--- src/rtl/if_fetch_stage_pkg.sv ---
// Shared constants and state encoding for the instruction-fetch stage.
package if_fetch_stage_pkg;

  localparam logic [31:0] IF_NOP_INST = 32'h0000_0013;
  localparam logic [63:0] IF_RESET_PC = 64'h8000_0000;

  typedef enum logic [1:0] {
    IF_S_REQ  = 2'd0,
    IF_S_WAIT = 2'd1,
    IF_S_HOLD = 2'd2
  } if_state_e;

endpackage

--- src/rtl/if_fetch_stage_hold_buf.sv ---
// One-entry PC/instruction holding register between fetch and decode.
module if_fetch_stage_hold_buf
  import if_fetch_stage_pkg::*;
#(
  parameter int XLEN     = 64,
  parameter int INST_LEN = 32
) (
  input  logic                clk,
  input  logic                clr_i,
  input  logic                load_i,
  input  logic                present_i,
  input  logic [XLEN-1:0]     pc_i,
  input  logic [INST_LEN-1:0] instr_i,
  output logic [XLEN-1:0]     pc_o,
  output logic [INST_LEN-1:0] instr_o
);

  logic [XLEN-1:0]     pc_q;
  logic [INST_LEN-1:0] instr_q;

  always_ff @(posedge clk) begin
    if (clr_i) begin
      pc_q    <= '0;
      instr_q <= INST_LEN'(IF_NOP_INST);
    end else if (load_i) begin
      pc_q    <= pc_i;
      instr_q <= instr_i;
    end
  end

  // While not presented (reset cycle) the outputs show the idle values.
  assign pc_o    = present_i ? pc_q : '0;
  assign instr_o = present_i ? instr_q : INST_LEN'(IF_NOP_INST);

endmodule

--- src/rtl/if_fetch_stage.sv ---
// Instruction-fetch front end: owns the fetch PC, issues requests, buffers one instruction for ID.
// Optional IF_MISALIGN_CHECK_EN: misaligned PCs raise if_excp_o instead of being fetched.
module if_fetch_stage
  import if_fetch_stage_pkg::*;
#(
  parameter int              XLEN     = 64,
  parameter int              INST_LEN = 32,
  parameter logic [XLEN-1:0] RESET_PC = XLEN'(IF_RESET_PC)
) (
  input  logic                clk,
  input  logic                rst,
  input  logic                is_jump_i,
  input  logic [XLEN-1:0]     pc_next_i,
  output logic                mem_req_valid_o,
  input  logic                mem_req_ready_i,
  output logic [XLEN-1:0]     mem_req_addr_o,
  input  logic                mem_resp_valid_i,
  input  logic [INST_LEN-1:0] mem_resp_data_i,
  output logic                if_valid_o,
  input  logic                id_ready_i,
  output logic [XLEN-1:0]     pc_if_o,
  output logic [INST_LEN-1:0] instr_if_o
`ifdef IF_MISALIGN_CHECK_EN
  ,
  output logic                if_excp_o
`endif
);

  if_state_e           state_q, state_d;
  logic [XLEN-1:0]     pc_q, pc_d;
  logic                drop_q, drop_d;
  logic                hold_ld;
  logic [INST_LEN-1:0] hold_instr_d;
  logic                misalign;
  logic                req_fire;

`ifdef IF_MISALIGN_CHECK_EN
  logic excp_q, excp_d;
  assign misalign  = (pc_q[1:0] != 2'b00);
  assign if_excp_o = excp_q & ~rst;
`else
  assign misalign = 1'b0;
`endif

  assign mem_req_valid_o = (state_q == IF_S_REQ) & ~rst & ~misalign;
  assign mem_req_addr_o  = pc_q;
  assign if_valid_o      = (state_q == IF_S_HOLD) & ~rst;
  assign req_fire        = mem_req_valid_o & mem_req_ready_i;

  always_comb begin
    state_d      = state_q;
    pc_d         = pc_q;
    drop_d       = drop_q;
    hold_ld      = 1'b0;
    hold_instr_d = mem_resp_data_i;
`ifdef IF_MISALIGN_CHECK_EN
    excp_d       = excp_q;
`endif
    unique case (state_q)
      IF_S_REQ: begin
        if (misalign && !is_jump_i) begin
          state_d      = IF_S_HOLD;
          hold_ld      = 1'b1;
          hold_instr_d = INST_LEN'(IF_NOP_INST);
`ifdef IF_MISALIGN_CHECK_EN
          excp_d       = 1'b1;
`endif
        end else begin
          if (is_jump_i) pc_d = pc_next_i;
          // A redirect in the accept cycle makes the in-flight response wrong-path.
          if (req_fire) begin
            state_d = IF_S_WAIT;
            drop_d  = is_jump_i;
          end
        end
      end
      IF_S_WAIT: begin
        if (mem_resp_valid_i) begin
          state_d = IF_S_REQ;
          drop_d  = 1'b0;
          if (is_jump_i) begin
            pc_d = pc_next_i;
          end else if (!drop_q) begin
            state_d = IF_S_HOLD;
            hold_ld = 1'b1;
            pc_d    = pc_q + XLEN'(4);
          end
        end else if (is_jump_i) begin
          pc_d   = pc_next_i;
          drop_d = 1'b1;
        end
      end
      IF_S_HOLD: begin
        // Redirect wins over a same-cycle ID handshake: the buffered instruction is wrong-path.
        if (is_jump_i || id_ready_i) begin
          state_d = IF_S_REQ;
`ifdef IF_MISALIGN_CHECK_EN
          excp_d  = 1'b0;
`endif
        end
        if (is_jump_i) pc_d = pc_next_i;
      end
      default: state_d = IF_S_REQ;
    endcase
  end

  always_ff @(posedge clk) begin
    if (rst) begin
      state_q <= IF_S_REQ;
      pc_q    <= RESET_PC;
      drop_q  <= 1'b0;
    end else begin
      state_q <= state_d;
      pc_q    <= pc_d;
      drop_q  <= drop_d;
    end
  end

`ifdef IF_MISALIGN_CHECK_EN
  always_ff @(posedge clk) begin
    if (rst) excp_q <= 1'b0;
    else     excp_q <= excp_d;
  end
`endif

  if_fetch_stage_hold_buf #(
    .XLEN     (XLEN),
    .INST_LEN (INST_LEN)
  ) u_hold_buf (
    .clk       (clk),
    .clr_i     (rst),
    .load_i    (hold_ld),
    .present_i (~rst),
    .pc_i      (pc_q),
    .instr_i   (hold_instr_d),
    .pc_o      (pc_if_o),
    .instr_o   (instr_if_o)
  );

endmodule
--- config.mk ---
export PLATFORM = sky130hd
export DESIGN_NAME = if_fetch_stage
export DESIGN_NICKNAME = d
export VERILOG_FILES = /design/src/rtl/if_fetch_stage_pkg.sv /design/src/rtl/if_fetch_stage_hold_buf.sv /design/src/rtl/if_fetch_stage.sv
export SDC_FILE = /design/constraint.sdc
export NUM_CORES = 1
export LEC_CHECK = 0
export CAP_MARGIN = 15
export CORE_MARGIN = 2
export CORE_UTILIZATION = 45
export DETAILED_ROUTE_END_ITERATION = 12
export PLACE_DENSITY = 0.79
export SLEW_MARGIN = 20
export SYNTH_ARGS = -nofsm -noshare
export SYNTH_HDL_FRONTEND = slang
export SYNTH_SLANG_ARGS = --single-unit
--- constraint.sdc ---
create_clock -name clk -period 2.5 [get_ports clk]
set_input_delay 0.25 -clock clk [delete_from_list [all_inputs] [get_ports clk]]
set_output_delay 0.25 -clock clk [all_outputs]
set_load 0.02 [all_outputs]
# Word-level counts from Yosys, hierarchy flattened
# Cells that the tools add are included.
word_totals:
  register_bits: 163
  word_cells: 46
  out_inout_bits: 162
op_classes:
  bitwise_logic: 4
  eq_ne: 7
  n_mux: 21
  add_sub_neg: 1
  reduce_logical: 8
ops:
  columns: ["operator", "n"]
  rows:
  - ["two-way mux 64 bit", 5]
  - ["one-hot mux 64 bit (2 select lines)", 1]
  - ["adder 64 x 3 -> 64 bit (second input constant)", 1]
  - ["two-way mux 32 bit", 1]
  - ["two-way mux 2 bit", 5]
  - ["two-way mux 1 bit", 7]
  - ["one-hot mux 2 bit (3 select lines)", 1]
  - ["AND reduction 3 bit", 2]
  - ["inequality test 2 bit (second input constant)", 2]
  - ["inequality test 4 bit (second input constant)", 1]
  - ["nonzero test 2 bit", 2]
  - ["AND 1 bit", 3]
  - ["inequality test 3 bit (second input constant)", 1]
  - ["equality test 2 x 1 -> 1 bit (second input constant)", 1]
  - ["equality test 2 bit (second input constant)", 1]
  - ["zero test 2 bit", 1]
  - ["inequality test 2 x 1 -> 1 bit (second input constant)", 1]
  - ["one-hot mux 1 bit (2 select lines)", 1]
  - ["AND reduction 2 bit", 1]
  - ["OR reduction 2 bit", 1]
  - ["logical OR 1 bit", 1]
  - ["NOT 1 bit", 1]

# Depth between registers and ports, before layout
# Gate-level depths: netlist of the first run.
depth:
  ltp_word: 5
  depth_mapped: 9

# Modules after synthesis
# Synthesis of the first run repeated with hierarchy kept, for this count alone.
hier_totals:
  cells_unflattened: 1048
  area_unflattened_um2: 8665.8
by_module_without_submodules:
  columns: ["mod", "instances", "seq_area_each_um2", "cells_per_inst", "area_per_inst_um2"]
  rows:
  - ["if_fetch_stage", 1, 1341.3, 632, 4606.9]
  - ["if_fetch_stage_hold_buf", 1, 1921.8, 416, 4058.9]

# Least setup slack after synthesis of the first run
# No wires, ideal clock.
synth_path:
  path_kind: "register to register"
  start: "register pc_q[12], in the netlist mem_req_addr_o[12]"
  end: "register pc_q[60], in the netlist mem_req_addr_o[60]"
  path_stages_with_launch: 9
  path_buffers: 2
  setup_ns: 0.074
  t_required_ns: 2.426
  t_arrival_ns: 2.051
  setup_slack_ns: 0.375
  path_cell_list: "dfxtp_1 -> buf_2 -> nand4_2 -> nor4_2 -> and2_1 -> buf_4 -> nand2_4 -> or4_1 -> a31oi_1"
synth_via:
  elab_chain_len: 5
synth_lines:
  columns: ["element", "line", "source"]
  rows:
  - ["start, declared", "if_fetch_stage.sv:30", "logic [XLEN-1:0] pc_q, pc_d;"]
  - ["start signal, assigned", "if_fetch_stage.sv:114", "pc_q <= pc_d;"]
  - ["adder 64 x 3 -> 64 bit", "if_fetch_stage.sv:86", "pc_d = pc_q + XLEN'(4);"]
  - ["two-way mux 64 bit", "if_fetch_stage.sv:83", "end else if (!drop_q) begin"]
  - ["two-way mux 64 bit", "if_fetch_stage.sv:81", "if (is_jump_i) begin"]
  - ["two-way mux 64 bit", "if_fetch_stage.sv:78", "if (mem_resp_valid_i) begin"]
  - ["one-hot mux 64 bit (2 select lines)", "if_fetch_stage.sv:59", "unique case (state_q)"]
# No other way between the ends. The select of a mux whose other input is x is not followed.
# A chain may end at the register's enable or synchronous reset.

# Worst setup path after layout of the first run
layout_path:
  start: "register pc_q[27], in the netlist mem_req_addr_o[27]"
  end: "register pc_q[60], in the netlist mem_req_addr_o[60]"
# The elaborated chain is that of the path after synthesis.

==> impl_metrics.json, run 1 <==
{
  "status": "complete, no violations",
  "worstMarginPinSlew_ns": 0.535,
  "vias": 9468,
  "grt_usage": 0.285,
  "worst_path_max_delay_cell": "dfxtp_1",
  "final_net_count": 1498,
  "hold_buffers": 0,
  "crit_chain": "nand4_4 > nor4_4 > and3_1 > nand2_4 > or4_1 > a31oi_1",
  "grt_max_degree": 96,
  "synth_top_area_cell": "dfxtp_1",
  "slew_headroom": 0.644,
  "syn_area_per_cell_sq_um": 7.43,
  "cts_tree": "done",
  "path_clk_slew_ns": 0.06,
  "required_ns": 2.86,
  "critPathBufInv": 0,
  "endpoint_kind": "flip-flop",
  "power_density_nw_per_um2": 537,
  "gp_congestion": 0.977,
  "seq_area_sq_um": 3260,
  "cts_buffers": 17,
  "pwr-share-seq": 0.433,
  "slew_viol_final": 0,
  "cts_resized": 0,
  "cp_data_arrival_time_ns": 2.63,
  "drc": 0,
  "cap_viol_max_count": 0,
  "total_leakage_power_nw": 4.28,
  "startpoint": "mem_req_addr_o[27]$_SDFFE_PP0P_",
  "row_count": 49,
  "die_h_um": 140,
  "post_cts_buffers": 0,
  "hp-class": "in -> reg",
  "grt_pass1_wl_mm": 45.4,
  "final.min_clock_period_ns": 2.27,
  "worstSetupStartpointType": "flip-flop",
  "drt_iter0_drc": 810,
  "tns_ns": 0,
  "synth.distinct_cells": 66,
  "antenna_found_initial": 0,
  "first_pass_iters": 6,
  "hold_viol": 0,
  "drtAntennaViolNets": 0,
  "first_global_vias": 8926,
  "p_clk_frac": 0.417,
  "p_sw_frac": 0.264,
  "power.share.combinational": 0.150,
  "min_from": "rst",
  "htreeDepth": 4,
  "clock.fmax_mhz": 440,
  "p_sw_w": 0.00172,
  "wl_mm": 28.7,
  "clock-sinks": 163,
  "ios": 264,
  "initial_core_util": 0.463,
  "die-area_sq_um": 19700,
  "core_sq_um": 18100,
  "yosysMostFrequentCell": "nand2_1",
  "slowest_delay_ns": 0.49,
  "rsz0062_at_grt": "no",
  "fill_cells": 1542,
  "wl_per_cell_um": 17.5,
  "setup_viol": 0,
  "vias_per_cell": 5.78,
  "syn_area_sq_um": 8380,
  "drive_gt1_frac": 0.0923,
  "areaGrowthSynthToFinish_pct": 45.1,
  "synthCells": 1127,
  "port_buffers": 263,
  "synth_ff_type": "dfxtp_1",
  "layout_worst_path_cycle_share": 0.909,
  "path_max_fanout": 8,
  "critPathKind": "reg -> reg",
  "cts-root-buf": "clkbuf_16",
  "syn-num-nets": 1230,
  "cts_buffer_depth": 2,
  "synth_top_cell_area_share": 0.390,
  "skew_ns": 0.00920,
  "worstReg2RegStart": "mem_req_addr_o[27]$_SDFFE_PP0P_",
  "holdWs_ns": 0.328,
  "peakVddDrop_mv": 0.491,
  "clock_latency_ns": 0.43,
  "ys_warn_count": 0,
  "synth_commonest_cells": "nand2_1 (253), dfxtp_1 (163), a21oi_1 (129)",
  "synthArstFlopShare": 0,
  "yosysSeqAreaShare": 0.390,
  "synth_edf_count": 0,
  "p_int_w": 0.00480,
  "die_w_um": 140,
  "dp_hpwl_mm": 20.7,
  "synth_area_leaders": "dfxtp_1 (39%), nand2_1 (11%), a21oi_1 (7.7%)",
  "grt-ovfl-total": 0,
  "multi_input_area_sq_um": 4760,
  "critPathTopFamily": "simple AND/OR/NAND/NOR gates",
  "synth_seq_cells": 163
}
==> final cells by class <==
cell class	count	share of cell area
Timing Repair Buffer	333	0.263
Clock buffer	20	0.0376
Antenna cell	1	0.000206
Clock inverter	12	0.0128
Inverter	8	0.00247
Sequential cell	163	0.269
Tap cell	229	0.0236
Multi-Input combinational cell	872	0.392
==> worst paths after layout <==
path | to | slack [ns] | cells after the start
worst min-delay path | u_hold_buf.instr_q[23]$_SDFFE_PP0P_ | 0.33 | 2
worst min register to register | u_hold_buf.pc_q[57]$_SDFFE_PP0P_ | 0.45 | 2
worst max register to register | mem_req_addr_o[60]$_SDFFE_PP0P_ | 0.23 | 6
worst max-delay path | mem_req_addr_o[60]$_SDFFE_PP0P_ | 0.23 | 6
==> power groups by stage <==
stage	combinational [W]	sequential [W]	clock, W
floorplan	0.000371	0.00294	0
global placement	0.000958	0.00287	0
detailed placement	0.000969	0.00288	0
CTS	0.000976	0.00282	0.00275
global route	0.00105	0.00284	0.00286
finish	0.000980	0.00282	0.00272
==> logic make-up after synthesis <==
logic type	Yosys count	share of synthesized area
AND/OR/NAND/NOR	595	0.358
AO/OA/AOI/OAI	262	0.190
flip-flops	163	0.390
buffers and inverters	92	0.0448
multiplexers	11	0.0134
XOR/XNOR	3	0.00314
adder cells (fa/ha/maj)	1	0.00149
==> placed cells by master, fill, tap and decap left out, drive strengths merged, types with 8 or more instances in the layout <==
cell           netlist  layout
a211oi               8       8
buf                 17      71
o22ai               10      10
and3                24      24
nand2              255     255
nor4                14      14
a21oi              129     129
o211ai              11      11
nor2                60      60
and4                 8       8
or3                 12      12
nand3               44      44
nand4               23      23
or4                  9       9
nor3                25      25
o21ai               27      27
dfxtp              163     163
clkbuf              67      21
a31oi               16      16
nor2b               94      94
a22oi               20      20
clkdlybuf4s50        0     261
mux2i                9       9
inv                  7       8
==> routing by layer <==
| metal | global-route usage | vias up | routed length [um] |
|---|---|---|---|
| li1 | - | 4500 | - |
| met1 | 0.358 | 4397 | 11700 |
| met2 | 0.470 | 479 | 13300 |
| met3 | 0.0694 | 92 | 2690 |
| met4 | 0.114 | 0 | 979 |
| met5 | 0 | - | 0 |
==> registers in the layout (all words and copies together), names as in the netlist <==
| name | cells |
|---|---|
| u_hold_buf.instr_q | 32 |
| state_q | 2 |
| u_hold_buf.pc_q | 64 |
| drop_q | 1 |
| mem_req_addr_o | 64 |
==> per-stage QoR <==
stage | instance area [sq um] | utilization | total power, W | std cells | setup WS, ns
after floorplan | 8380 | - | 0.00331 | 1127 | 0.375
after CTS | 12100 | 0.672 | 0.00655 | 1637 | 0.248
final | 12200 | 0.672 | 0.00652 | 1638 | 0.228
after detailed placement | 11500 | 0.638 | 0.00385 | 1605 | 0.125
after global routing | 12100 | 0.672 | 0.00675 | 1637 | 0.0703
after global placement | 11500 | 0.638 | 0.00383 | 1605 | 0.147
No activity file was read; power rests on OpenSTA's default activity.
==> inputs of run 2 (changes only) <==
- PLACE_DENSITY: 0.79 -> not set
- PLACE_DENSITY_LB_ADDON: not set -> 0.1
- clock period: 2.5 -> 2.8 ns (I/O delays scaled with it)
==> run 2 against run 1 <==
Combinational power is 14% lower. Clock-buffer cell count is 1 higher. Register-to-register slack better by 0.08 ns. Wire length is 0.51% lower. Global-route usage is 0.58 points lower. Hold slack better by 0.047 ns. Core utilization is 1.1 points lower. Power is 14% lower.
==> impl_metrics.json, run 2 (synthesis results as in run 1) <==
{
  "rsz0062_at_grt": "no",
  "hold_depth": 2,
  "setup_viol": 0,
  "areaGrowthSynthToFinish_pct": 42.6,
  "seq_area_sq_um": 3260,
  "drc": 0,
  "drive_gt1_frac": 0.0773,
  "slew_headroom": 0.593,
  "drtAntennaViolNets": 0,
  "die-area_sq_um": 19700,
  "row_count": 49,
  "multi_input_area_sq_um": 4760,
  "fill_cells": 1627,
  "endpoint_kind": "flip-flop",
  "min_to": "u_hold_buf.instr_q[21]$_SDFFE_PP0P_",
  "worstReg2RegStart": "mem_req_addr_o[12]$_SDFFE_PP0P_",
  "grt-ovfl-total": 0,
  "status": "complete, no violations",
  "grt_max_degree": 79,
  "wl_mm": 28.5,
  "slew_viol_final": 0,
  "initial_core_util": 0.463,
  "post_cts_buffers": 0,
  "die_h_um": 140,
  "htreeDepth": 4,
  "cts_buffers": 17,
  "path_clk_slew_ns": 0.07,
  "cts-root-buf": "clkbuf_16",
  "clock.fmax_mhz": 401,
  "tns_ns": 0,
  "path_max_fanout": 9,
  "worstReg2RegEnd": "mem_req_addr_o[26]$_SDFFE_PP0P_",
  "clock-sinks": 163,
  "cts_tree": "done",
  "worstSetupStartpointType": "flip-flop",
  "reg2reg_setup_slack_ns": 0.31,
  "required_ns": 3.16,
  "hold_viol": 0,
  "worstMarginPinSlew_ns": 0.609,
  "final_net_count": 1475,
  "final.min_clock_period_ns": 2.49,
  "power_density_nw_per_um2": 467,
  "total_leakage_power_nw": 4.15,
  "place_inst": 1582,
  "dp_hpwl_mm": 20.0,
  "antenna_found_initial": 1,
  "peakVddDrop_mv": 0.435,
  "fin_util": 0.660,
  "final_cell_mix": "clkdlybuf4s50_1 (261), nand2_1 (253), dfxtp_1 (163)",
  "cts_buffer_depth": 2,
  "cap_viol_max_count": 0,
  "r2r.worst_path.cells": 6,
  "layout_worst_path_cycle_share": 0.891,
  "drt_iter0_drc": 844,
  "skew_ns": 0.0106,
  "grt_usage": 0.279,
  "power_w": 0.00558,
  "hp-class": "in -> reg",
  "vias": 9272,
  "gp_congestion": 0.891,
  "cts_resized": 0,
  "startpoint": "mem_req_addr_o[12]$_SDFFE_PP0P_",
  "first_pass_iters": 7,
  "fin_cells": 1614,
  "vias_per_cell": 5.74,
  "hold_buffers": 0,
  "ios": 264,
  "grt_pass1_wl_mm": 44.5,
  "die_w_um": 140,
  "clock_latency_ns": 0.43,
  "wl_per_cell_um": 17.7,
  "final_common_cell": "clkdlybuf4s50_1",
  "critPathKind": "reg -> reg",
  "core_sq_um": 18100,
  "first_global_vias": 8416,
  "min_from": "rst",
  "port_buffers": 263,
  "cp_data_arrival_time_ns": 2.86
}
-- run 2: cell count changes in the layout (fill, tap and decap cells not counted) --
| cell | change |
|---|---|
| buf_4 | -25 |
| inv_6 | +1 |
| clkbuf_8 | +2 |
| clkbuf_1 | -1 |
| bufinv_16 | -3 |
| buf_12 | +2 |
-- run 2: area by class of cell --
type                            count  share of cell area
Sequential cell                   163               0.273
Clock buffer                       21              0.0402
Multi-Input combinational cell    872               0.399
Clock inverter                     10             0.00618
Timing Repair Buffer              310               0.255
Inverter                            8             0.00251
Antenna cell                        1            0.000209
Tap cell                          229              0.0240
-- run 2: worst max-delay path: stages (launching register included) --
cell	delay [ns]
dfxtp_1	0.49
nand4_2	0.18
nor4_2	0.48
and2_1	0.45
nand4_1	0.20
or4_1	0.45
a31oi_1	0.17
-- run 2: per-stage QoR --
stage / hold slack (ns) / setup WS, ns / instance area, sq um
2_1_floorplan: 0.404 / 0.675 / 8380
3_3_place_gp: 0.436 / 0.299 / 11400
3_5_place_dp: 0.442 / 0.306 / 11400
4_1_cts: 0.385 / 0.355 / 11900
5_1_grt: 0.384 / 0.169 / 11900
6_report: 0.375 / 0.305 / 11900
-- run 2: how the worst max path moves through the flow --
| stage | end | slack [ns] | depth (start not counted) |
|---|---|---|---|
| final | mem_req_addr_o[26]$_SDFFE_PP0P_ | 0.31 | 6 |
| after global placement | mem_req_addr_o[29]$_SDFFE_PP0P_ | 0.30 | 8 |
| after global routing | mem_req_addr_o[26]$_SDFFE_PP0P_ | 0.17 | 6 |
| after floorplan | mem_req_addr_o[60]$_SDFFE_PP0P_ | 0.67 | 8 |
| after CTS | mem_req_addr_o[26]$_SDFFE_PP0P_ | 0.36 | 6 |
| after detailed placement | mem_req_addr_o[50]$_SDFFE_PP0P_ | 0.31 | 6 |
-- run 2: metal layers --
layer / wire length (um) / share of wire / up-vias / global-route usage
met5: 0 / 0 / - / 0
met4: 624 / 0.022 / 0 / 0.102
met3: 2490 / 0.087 / 50 / 0.0602
met2: 13500 / 0.47 / 449 / 0.455
met1: 12000 / 0.42 / 4311 / 0.364
li1: - / - / 4462 / -
-- run 2: power breakdown --
group          internal (W)  total (W)  switching (W)
clock               0.00123    0.00221       0.000979
combinational      0.000410   0.000840       0.000430
sequential          0.00241    0.00253       0.000128
total               0.00404    0.00558        0.00154
==> inputs of run 3 (changes only) <==
- clock period: 2.8 -> 2.5 ns (I/O delays scaled with it)
==> run 3 against run 2 <==
Final cell count up 2.4%. Wire length up 1.5%. Global-route usage up 0.52 points. Sequential power up 11%. Critical path depth unchanged. Non-clock buffer count up 39. Hold slack worse by 0.018 ns. Combinational power up 21%. Fmax up 7.0%. Sequential share of layout area down 0.70 points. Core utilization up 1.7 points. Largest power group unchanged.
==> impl_metrics.json, run 3 (synthesis results as in run 1) <==
{
  "peakVddDrop_mv": 0.495,
  "drt_iter0_drc": 862,
  "gr-usage-met1": 0.359,
  "total_leakage_power_nw": 4.35,
  "critPathKind": "reg -> reg",
  "grt_max_degree": 83,
  "die_h_um": 140,
  "tns_ns": 0,
  "hp-class": "in -> reg",
  "hold_buffers": 0,
  "htreeDepth": 4,
  "post-route-worst-setup-slack_ns": 0.169,
  "drc": 0,
  "slew_headroom": 0.612,
  "layout_worst_path_cycle_share": 0.932,
  "path_clk_slew_ns": 0.06,
  "row_count": 49,
  "worstMarginPinSlew_ns": 0.580,
  "r2r.worst_path.cells": 6,
  "die_w_um": 140,
  "wl_per_cell_um": 17.5,
  "required_ns": 2.81,
  "drtAntennaViolNets": 0,
  "wl_mm": 29.0,
  "ios": 264,
  "vias_per_cell": 5.69,
  "min_from": "rst",
  "setup_viol": 0,
  "holdWs_ns": 0.357,
  "grt_busiest_layer": "met2",
  "cts_tree": "done",
  "grt_pass1_wl_mm": 45.3,
  "slew_viol_final": 0,
  "first_pass_iters": 5,
  "worstReg2RegStart": "mem_req_addr_o[12]$_SDFFE_PP0P_",
  "port_buffers": 263,
  "path_max_fanout": 9,
  "cp_data_arrival_time_ns": 2.64,
  "first_global_vias": 8679,
  "worstReg2RegEnd": "mem_req_addr_o[51]$_SDFFE_PP0P_",
  "die-area_sq_um": 19700,
  "post_cts_buffers": 0,
  "final_common_cell": "clkdlybuf4s50_1",
  "skew_ns": 0.00571,
  "final_cell_mix": "clkdlybuf4s50_1 (261), nand2_1 (253), dfxtp_1 (163)",
  "status": "complete, no violations",
  "clock_latency_ns": 0.43,
  "cts-root-buf": "clkbuf_16",
  "initial_core_util": 0.463,
  "reg2reg_setup_slack_ns": 0.17,
  "met2_usage": 0.469,
  "fill_cells": 1598,
  "hold_depth": 2,
  "worstSetupStartpointType": "flip-flop",
  "endpoint_kind": "flip-flop",
  "use_met3": 0.0574,
  "cts_buffer_depth": 2,
  "hold_viol": 0,
  "dp_hpwl_mm": 20.8,
  "drive_gt1_frac": 0.102,
  "power_density_nw_per_um2": 527,
  "dp_slack_ns": 0.112,
  "final.min_clock_period_ns": 2.33,
  "vias": 9405,
  "gp_congestion": 0.990,
  "core_sq_um": 18100,
  "cts_resized": 0,
  "grt_usage": 0.284,
  "final_net_count": 1514,
  "areaGrowthSynthToFinish_pct": 46.4,
  "clock-sinks": 163,
  "clock.fmax_mhz": 429,
  "rsz0062_at_grt": "no",
  "antenna_found_initial": 1,
  "min_to": "mem_req_addr_o[2]$_SDFFE_PP0P_",
  "cts_buffers": 17,
  "cap_viol_max_count": 0,
  "grt-ovfl-total": 0
}
[run 3: how the worst max path moves through the flow]
stage | cells after the start | from | endpoint | slack [ns]
2_1_floorplan | 8 | mem_req_addr_o[12]$_SDFFE_PP0P_ | mem_req_addr_o[60]$_SDFFE_PP0P_ | 0.37
3_3_place_gp | 8 | mem_resp_valid_i | mem_req_addr_o[29]$_SDFFE_PP0P_ | 0.14
3_5_place_dp | 8 | mem_resp_valid_i | mem_req_addr_o[29]$_SDFFE_PP0P_ | 0.11
4_1_cts | 6 | mem_req_addr_o[12]$_SDFFE_PP0P_ | mem_req_addr_o[51]$_SDFFE_PP0P_ | 0.19
5_1_grt | 6 | mem_req_addr_o[7]$_SDFFE_PP0P_ | mem_req_addr_o[51]$_SDFFE_PP0P_ | 0.02
6_report | 6 | mem_req_addr_o[12]$_SDFFE_PP0P_ | mem_req_addr_o[51]$_SDFFE_PP0P_ | 0.17
[run 3: through the flow]
stage                     power [W]  cells   util  instance area (sq um)
final                       0.00646   1653  0.678                  12300
after floorplan             0.00331   1127      -                   8380
after global placement      0.00386   1621  0.645                  11700
after global routing        0.00669   1652  0.678                  12300
after detailed placement    0.00387   1621  0.645                  11700
after CTS                   0.00648   1652  0.678                  12300
[run 3: layout make-up]
class	instances	area (sq um)	share of cell area
Inverter	8	30.0	0.00245
Sequential cell	163	3260	0.266
Timing Repair Buffer	349	3330	0.271
Antenna cell	1	2.50	0.000204
Clock buffer	20	457	0.0373
Clock inverter	11	130	0.0106
Tap cell	229	287	0.0234
Multi-Input combinational cell	872	4760	0.388
[run 3: power breakdown]
group / internal, W / switching, W / leakage [nW] / total [W]
Clock: 0.00152 / 0.00111 / 0.275 / 0.00264
Sequential: 0.00270 / 0.000111 / 1.33 / 0.00281
Combinational: 0.000498 / 0.000522 / 2.74 / 0.00102
[run 3: routing by layer]
layer,wire length [um],share of wire
met4,1040,0.036
met3,2310,0.080
met2,13500,0.47
met5,0,0
met1,12100,0.42
[run 3: worst max-delay path, stage by stage (launching register included)]
cell	delay [ns]
dfxtp_1	0.51
nand4_2	0.18
nor3_2	0.39
nand2_1	0.25
or4_1	0.62
mux2i_1	0.17
o22ai_1	0.09
